**src/rtl/puf_pkg.sv**
```systemverilog
// Shared types and defaults for the RO PUF response path.
// State encoding, default widths and counter-width helper.
package puf_pkg;

  typedef enum logic [1:0] {
    ST_IDLE = 2'd0,
    ST_REQ  = 2'd1,
    ST_WAIT = 2'd2,
    ST_OUT  = 2'd3
  } state_t;

  localparam int RESP_W_DEF  = 32;
  localparam int CHAL_W_DEF  = 8;
  localparam int TMO_CYC_DEF = 4096;
  localparam int VOTES_DEF   = 5;

  // Width of a counter that must hold values 0..n-1.
  function automatic int cnt_w(input int n);
    return (n > 1) ? $clog2(n) : 1;
  endfunction

  localparam int TMR_W_DEF = cnt_w(TMO_CYC_DEF);

endpackage

```
**src/rtl/puf_vote_acc.sv**
```systemverilog
// Vote counter and ones counter for repeated measurements of one challenge.
// o_last marks the final vote; o_bit is the majority including the current bit.
module puf_vote_acc
  import puf_pkg::*;
#(
  parameter int VOTES = VOTES_DEF
) (
  input  logic clk,
  input  logic rst,
  input  logic i_clr,
  input  logic i_done,
  input  logic i_bit,
  output logic o_last,
  output logic o_bit
);

  localparam int VW = cnt_w(VOTES + 1);

  logic [VW-1:0] r_vote;
  logic [VW-1:0] r_ones;
  logic [VW-1:0] w_ones_sum;

  assign w_ones_sum = r_ones + VW'(i_bit);
  assign o_last     = (r_vote == VW'(VOTES - 1));
  assign o_bit      = (w_ones_sum > VW'(VOTES / 2));

  // Count votes and ones; restart after the last vote of a challenge.
  always_ff @(posedge clk) begin
    if (rst || i_clr) begin
      r_vote <= '0;
      r_ones <= '0;
    end else if (i_done) begin
      if (o_last) begin
        r_vote <= '0;
        r_ones <= '0;
      end else begin
        r_vote <= r_vote + 1'b1;
        r_ones <= w_ones_sum;
      end
    end
  end

endmodule

```
**src/rtl/puf_response_assembler.sv**
```systemverilog
// Steps challenges, collects comparator bits and hands out the packed key.
// Optional PUF_MAJORITY_VOTE_EN: each bit is a majority over VOTES requests.
module puf_response_assembler
  import puf_pkg::*;
#(
  parameter int RESP_W      = RESP_W_DEF,
  parameter int CHAL_W      = CHAL_W_DEF,
  parameter int TIMEOUT_CYC = TMO_CYC_DEF,
  parameter int VOTES       = VOTES_DEF
) (
  input  logic              clk,
  input  logic              rst,
  input  logic              start,
  output logic              busy,
  output logic              meas_req,
  output logic [CHAL_W-1:0] meas_chal,
  input  logic              meas_done,
  input  logic              meas_bit,
  output logic [RESP_W-1:0] key_out,
  output logic              key_valid,
  input  logic              key_ready,
  output logic              err
);

  localparam int TMR_W = cnt_w(TIMEOUT_CYC);

  state_t            r_state;
  state_t            w_state_nxt;
  logic [CHAL_W-1:0] r_idx;
  logic [CHAL_W-1:0] r_chal;
  logic [TMR_W-1:0]  r_timer;
  logic [RESP_W-1:0] r_key;
  logic              r_meas_req;
  logic              r_err;

  logic w_start;
  logic w_done;
  logic w_tmo;
  logic w_last_idx;
  logic w_vote_last;
  logic w_vote_bit;

  assign w_start    = (r_state == ST_IDLE) && start;
  assign w_done     = (r_state == ST_WAIT) && meas_done;
  assign w_tmo      = (r_state == ST_WAIT) && !meas_done &&
                      (r_timer == TMR_W'(TIMEOUT_CYC - 1));
  assign w_last_idx = (r_idx == CHAL_W'(RESP_W - 1));

`ifdef PUF_MAJORITY_VOTE_EN
  puf_vote_acc #(
    .VOTES (VOTES)
  ) u_vote (
    .clk    (clk),
    .rst    (rst),
    .i_clr  (w_start),
    .i_done (w_done),
    .i_bit  (meas_bit),
    .o_last (w_vote_last),
    .o_bit  (w_vote_bit)
  );
`else
  logic w_unused_votes;
  assign w_vote_last    = 1'b1;
  assign w_vote_bit     = meas_bit;
  assign w_unused_votes = (VOTES != 0);
`endif

  // State register.
  always_ff @(posedge clk) begin
    if (rst) r_state <= ST_IDLE;
    else     r_state <= w_state_nxt;
  end

  // Next-state: a done in WAIT beats a simultaneous timeout.
  always_comb begin
    w_state_nxt = r_state;
    unique case (r_state)
      ST_IDLE: if (start) w_state_nxt = ST_REQ;
      ST_REQ:  w_state_nxt = ST_WAIT;
      ST_WAIT: begin
        if (meas_done) begin
          if (w_vote_last && w_last_idx) w_state_nxt = ST_OUT;
          else                           w_state_nxt = ST_REQ;
        end else if (w_tmo) begin
          w_state_nxt = ST_IDLE;
        end
      end
      ST_OUT:  if (key_ready) w_state_nxt = ST_IDLE;
      default: w_state_nxt = ST_IDLE;
    endcase
  end

  // Datapath: request pulse, challenge index, timer, key packing, error.
  always_ff @(posedge clk) begin
    if (rst) begin
      r_meas_req <= 1'b0;
      r_chal     <= '0;
      r_idx      <= '0;
      r_timer    <= '0;
      r_key      <= '0;
      r_err      <= 1'b0;
    end else begin
      r_meas_req <= 1'b0;
      if (w_start) begin
        r_key <= '0;
        r_idx <= '0;
        r_err <= 1'b0;
      end
      if (r_state == ST_REQ) begin
        r_meas_req <= 1'b1;
        r_chal     <= r_idx;
        r_timer    <= '0;
      end
      if (r_state == ST_WAIT) r_timer <= r_timer + 1'b1;
      if (w_done && w_vote_last) begin
        for (int i = 0; i < RESP_W; i++) begin
          if (r_idx == CHAL_W'(i)) r_key[i] <= w_vote_bit;
        end
        if (!w_last_idx) r_idx <= r_idx + 1'b1;
      end
      if (w_tmo) begin
        r_err <= 1'b1;
        r_key <= '0;
      end
    end
  end

  assign busy      = (r_state != ST_IDLE);
  assign key_valid = (r_state == ST_OUT);
  assign key_out   = key_valid ? r_key : '0;
  assign meas_req  = r_meas_req;
  assign meas_chal = r_chal;
  assign err       = r_err;

endmodule

```
**config.mk**
```make
export PLATFORM = sky130hd
export DESIGN_NAME = puf_response_assembler
export DESIGN_NICKNAME = d
export VERILOG_FILES = /design/src/rtl/puf_pkg.sv /design/src/rtl/puf_vote_acc.sv /design/src/rtl/puf_response_assembler.sv
export SDC_FILE = /design/constraint.sdc
export NUM_CORES = 1
export LEC_CHECK = 0
export CORE_UTILIZATION = 58
export DETAILED_ROUTE_END_ITERATION = 10
export PLACE_DENSITY = 0.93
export SETUP_SLACK_MARGIN = 0.15
export SLEW_MARGIN = 20
export SYNTH_ARGS = -nofsm -noshare
export SYNTH_HDL_FRONTEND = slang
export SYNTH_SLANG_ARGS = --single-unit
```
**constraint.sdc**
```tcl
create_clock -name clk -period 4.56 [get_ports clk]
set_input_delay 0.456 -clock clk [delete_from_list [all_inputs] [get_ports clk]]
set_output_delay 0.456 -clock clk [all_outputs]
set_load 0.02 [all_outputs]
```
=== Word-level counts from Yosys, hierarchy flattened ===
Index checks and enable logic that the tools add are counted.

* Bits in registers: 64
* Input bits: 6
* Output and inout port bits: 44

* $add $sub $neg: 2
* Equal/unequal tests: 38
* Muxes and demuxes: 49
* Reductions and logical operators: 12

{| class="wikitable"
|+ Operator list
! operator !! count
|-
| $eq A8 B5 Y1 const B || 16
|-
| $mux W32 || 3
|-
| $eq A8 B4 Y1 const B || 8
|-
| $mux W1 || 35
|-
| $eq A8 B3 Y1 const B || 4
|-
| $mux W12 || 2
|-
| $mux W8 || 3
|-
| $eq A8 B2 Y1 const B || 2
|-
| $add A12 B1 Y12 const B || 1
|-
| $eq A12 B12 Y1 const B || 1
|-
| $mux W2 || 5
|-
| $add A8 B1 Y8 const B || 1
|-
| $eq A8 B1 Y1 const B || 1
|-
| $logic_not A8 Y1 || 1
|-
| $pmux W2 S4 || 1
|-
| $reduce_bool A2 Y1 || 3
|-
| $eq A2 B2 Y1 const B || 2
|-
| $logic_and A1 B1 Y1 || 4
|-
| $ne A3 B3 Y1 const B || 1
|-
| $reduce_and A3 Y1 || 1
|-
| $eq A2 B1 Y1 const B || 1
|-
| $logic_not A2 Y1 || 1
|-
| $ne A2 B1 Y1 const B || 1
|-
| $ne A2 B2 Y1 const B || 1
|-
| other kinds (2) || 2
|}

=== Logic depth before layout (Yosys ltp) ===
* Depth in word-level cells: 6
* Mapped depth: 8

=== Worst setup path before layout ===
OpenSTA, ideal clock, no wires.

* Path kind: register -> register
* Start: register r_state[0]
* End: register r_timer[11]
* Library setup time: 71 ps
* Data arrival time: 1655 ps
* Path slack: 2835 ps
* Stages on the path, launching flop included: 8
* Buffers on the path: 1
* Cells stage by stage: dfxtp_1 -> inv_1 -> ha_1 -> and4_1 -> buf_2 -> nand2_1 -> or3_1 -> a21oi_1

* Longest elaborated chain between the ends: 2

{| class="wikitable"
|+ RTL lines
! item !! RTL line !! source
|-
| from (decl) || puf_response_assembler.sv:27 || <nowiki>state_t r_state;</nowiki>
|-
| from (signal assigned) || puf_response_assembler.sv:71 || <nowiki>else r_state <= w_state_nxt;</nowiki>
|-
| $eq A2 B2 Y1 / $eq A2 B1 Y1 (equally long branches) || puf_response_assembler.sv:114, puf_response_assembler.sv:109 ||
|-
| $mux W12 / $reduce_bool A2 Y1 (equally long branches) || - ||
|-
| to (signal assigned) || puf_response_assembler.sv:114 || <nowiki>if (r_state == ST_WAIT) r_timer <= r_timer + 1'b1;</nowiki>
|-
| to (decl) || puf_response_assembler.sv:31 || <nowiki>logic [TMR_W-1:0] r_timer;</nowiki>
|}

Parallel ways exist; a longest one is shown, timed or not.
A chain may end at the register's enable or synchronous reset.

=== Final worst setup path ===
* Start: register r_state[1]
* End: output port key_out[28]

* Longest elaborated chain between the ends: 2

{| class="wikitable"
|+ RTL lines
! item !! RTL line !! source
|-
| $eq A2 B2 Y1 || puf_response_assembler.sv:129 || <nowiki>assign key_valid = (r_state == ST_OUT);</nowiki>
|-
| $mux W32 || puf_response_assembler.sv:130 || <nowiki>assign key_out = key_valid ? r_key : '0;</nowiki>
|-
| to (decl) || puf_response_assembler.sv:19 || <nowiki>output logic [RESP_W-1:0] key_out,</nowiki>
|}

Every way passes these cells.

==> results.sh <==
export IMPL_outcome="finished clean"
export IMPL_synthArstFlopShare_pct=0
export IMPL_fin_crit_ns=2.81
export IMPL_final_layout_size_suffix_gt1_share_pct=5.58
export IMPL_synthesis_area_um2=3330
export IMPL_post_cts_buffers=0
export IMPL_core_area_um2=5540
export IMPL_postCtsHoldBufs=0
export IMPL_ir_worst_vdd_mv=0.419
export IMPL_wire_per_inst_um=15.8
export IMPL_synth_top_family_by_area="simple AND/OR/NAND/NOR gates"
export IMPL_clk_pin_slew_ns=0.07
export IMPL_synth_xor_area_share_pct=2.36
export IMPL_routed_via_density=6.22
export IMPL_nFillCells=425
export IMPL_cp_slowest_cell="ha_1"
export IMPL_place_gp_congestion=0.846
export IMPL_comb_power_share_pct=23.5
export IMPL_numCtsBuffers=9
export IMPL_grt_pass1_wl_mm=13.1
export IMPL_synth_edf_count=0
export IMPL_crit_fanout=34
export IMPL_max_stage_delay_ns=0.74
export IMPL_p_clk_share_pct=34.8
export IMPL_drt_iter0_drc=508
export IMPL_grt_max_degree=42
export IMPL_clock_latency_ns=0.35
export IMPL_htreeDepth=3
export IMPL_vias=3124
export IMPL_avgSynthCellArea_um2=8.32
export IMPL_clockBufferDepth=2
export IMPL_diodes=0
export IMPL_intPower_uw=970
export IMPL_areaGrowthSynthToFinish_pct=18.4
export IMPL_drv_cap=0
export IMPL_synth_compound_area_share_pct=15.7
export IMPL_path_cells="ha_1, and2_1, clkdlybuf4s50_1"
export IMPL_ys_seq_area_share_pct=38.4
export IMPL_grt_usage_pct=27.6
export IMPL_placed_area_um2=3750
export IMPL_setup_ws_ns=1.75
export IMPL_p_per_area_nw_per_um2=360
export IMPL_cts_root_buf="clkbuf_8"
export IMPL_share_seq_of_total_power_pct=41.7
export IMPL_cts_tree="done"
export IMPL_setup_viol=0
export IMPL_drc_errors=0
export IMPL_start_util_pct=60.2
export IMPL_synth_mux_area_share_pct=2.70
export IMPL_setup_tns_final_ns=0
export IMPL_startpoint_type="register"
export IMPL_startpoint="r_state[1]"
export IMPL_layout_worst_path_cycle_share_pct=61.6
export IMPL_synth_cells=401
export IMPL_dieArea_um2=6060
export IMPL_cts_resized=0
export IMPL_row_count=27
export IMPL_min_from="r_key[5]"
export IMPL_power_leakage_nw=1.30
export IMPL_dp_slack_ns=2.02
export IMPL_fmax_ghz=0.356
export IMPL_detail_route_antenna_nets=0
export IMPL_grt_pass1_vias=2690
export IMPL_rsz0062_at_grt="false"
export IMPL_die_w_um=77.8
export IMPL_yosysWarningCount=0
export IMPL_hold_path_class="register to register"
export IMPL_power_switching_uw=450
export IMPL_synth_adder_area_share_pct=3.75
export IMPL_rr_startpoint="r_state[0]"
export IMPL_dpl_hpwl_mm=5.12
export IMPL_arrival_ns=2.35
export IMPL_synth_seq_cells=64
export IMPL_grt_ovfl_total=0
export IMPL_clock_sinks=64
export IMPL_io_pins=50
export IMPL_hold_violations=0
export IMPL_switching_share_pct=31.7
export IMPL_fp_dieH_um=77.8
export IMPL_yosys_area_share_simple_pct=30.9
export IMPL_slew_viol_final=0
export IMPL_drtPass1Iterations=5
export IMPL_critical_path_class="register to primary output"
export IMPL_antenna_found_initial=0
export IMPL_syn_nets=417
export IMPL_ys_types=46
export IMPL_io_buffer_count=49
export IMPL_fin_skew_ns=0.00942
export IMPL_cp_required_ns=4.10
export IMPL_worst_slew_pin_slew_ns=1.03
export IMPL_fin_area_um2=3950
export IMPL_postRouteWirelength_mm=7.91
export IMPL_cp_end_kind="primary output"
export IMPL_synth_main_ff_cell="dfxtp_1"
export IMPL_slew_headroom_pct=31.1
export IMPL_finalNetCount=441
==> layer usage <==
layer	GRT usage [%]	vias up	part of all wire [%]
met1	35.4	1472	43
met5	0	-	0
met3	4.94	13	6.7
met2	44.7	145	49
li1	-	1494	-
met4	13.0	0	1.3
==> flip-flops by register name, indices dropped and copies added (netlist names) <==
register / flops
meas_req: 1
err: 1
r_key: 32
meas_chal: 8
r_state: 2
r_idx: 8
r_timer: 12
==> power groups by stage <==
stage | clock network, mW | logic (mW) | registers, mW
after detailed placement | 0 | 0.328 | 0.603
final | 0.494 | 0.334 | 0.592
after CTS | 0.499 | 0.332 | 0.591
after global placement | 0 | 0.314 | 0.602
after global routing | 0.528 | 0.361 | 0.594
after floorplan | 0 | 0.252 | 0.603
==> final timing paths <==
kind | to | cells after the start | slack [ns]
hold / removal | r_key[5] | 2 | 0.47
setup reg to reg | r_key[28] | 6 | 2.36
setup / recovery | key_out[28] | 3 | 1.75
hold reg to reg | r_key[5] | 2 | 0.47
==> synth_stat cells (all sizes together) (2+ instances only) <==
cell type,number,area (um2)
nand2,13,48.8
a211oi,2,25.0
or3,6,47.5
o211ai,11,82.6
o21ai,7,35.0
and4,2,17.5
a21oi,43,215
mux2i,9,90.1
and2,35,219
dfxtp,64,1280
a21o,3,22.5
clkbuf,20,75.1
inv,10,37.5
nor3,5,47.5
ha,10,125
and3,6,37.5
o311ai,5,43.8
nand3,45,225
buf,17,93.8
xor2,4,35.0
nand4,38,244
nor2b,3,18.8
xnor2,5,43.8
nor2,22,82.6
nand2b,2,12.5
==> cell usage in the layout (no fill, tap or decap), types with 11 or more instances in the layout <==
| cell | netlist | routed |
|---|---|---|
| clkdlybuf4s50_1 | 0 | 48 |
| clkbuf_8 | 0 | 11 |
| nor2_1 | 22 | 22 |
| dfxtp_1 | 64 | 64 |
| a21oi_1 | 43 | 43 |
| nand3_1 | 45 | 45 |
| nand4_1 | 37 | 37 |
| and2_1 | 35 | 35 |
| nand2_1 | 13 | 13 |
| o211ai_1 | 11 | 11 |
==> area by class of cell <==
class,count,area (um2),share of cell area (%)
multi-input cells,290,1850,46.8
flip-flops and latches,64,1280,32.5
repair buffers,50,493,12.5
clock buffers,13,159,4.03
well taps,72,90.1,2.28
clock inverters,3,40.0,1.01
inverters,10,37.5,0.951
==> per-stage QoR <==
| stage | power, mW | hold slack (ns) | util [%] | std cells |
|---|---|---|---|---|
| 2_1_floorplan | 0.855 | 0.439 | - | 401 |
| 3_3_place_gp | 0.916 | 0.451 | 67.8 | 486 |
| 3_5_place_dp | 0.931 | 0.456 | 67.8 | 486 |
| 4_1_cts | 1.42 | 0.466 | 71.3 | 502 |
| 5_1_grt | 1.48 | 0.481 | 71.3 | 502 |
| 6_report | 1.42 | 0.466 | 71.3 | 502 |
==> critical path: cells and delay by family, from the launching register on <==
kind	cells	cell delay, ns
adder cells (fa/ha/maj)	1	0.74
buffers and inverters	1	0.60
flip-flops	1	0.41
AND/OR/NAND/NOR	1	0.24
==> cell families after synthesis <==
group | count (synthesis)
adders and majority gates | 10
AOI/OAI and AO/OA | 81
DFF | 64
and+or+nand+nor | 181
muxes | 9
xor gates and xnor gates | 9
buffers and inverters | 47
(Power assumes the default switching activity.)
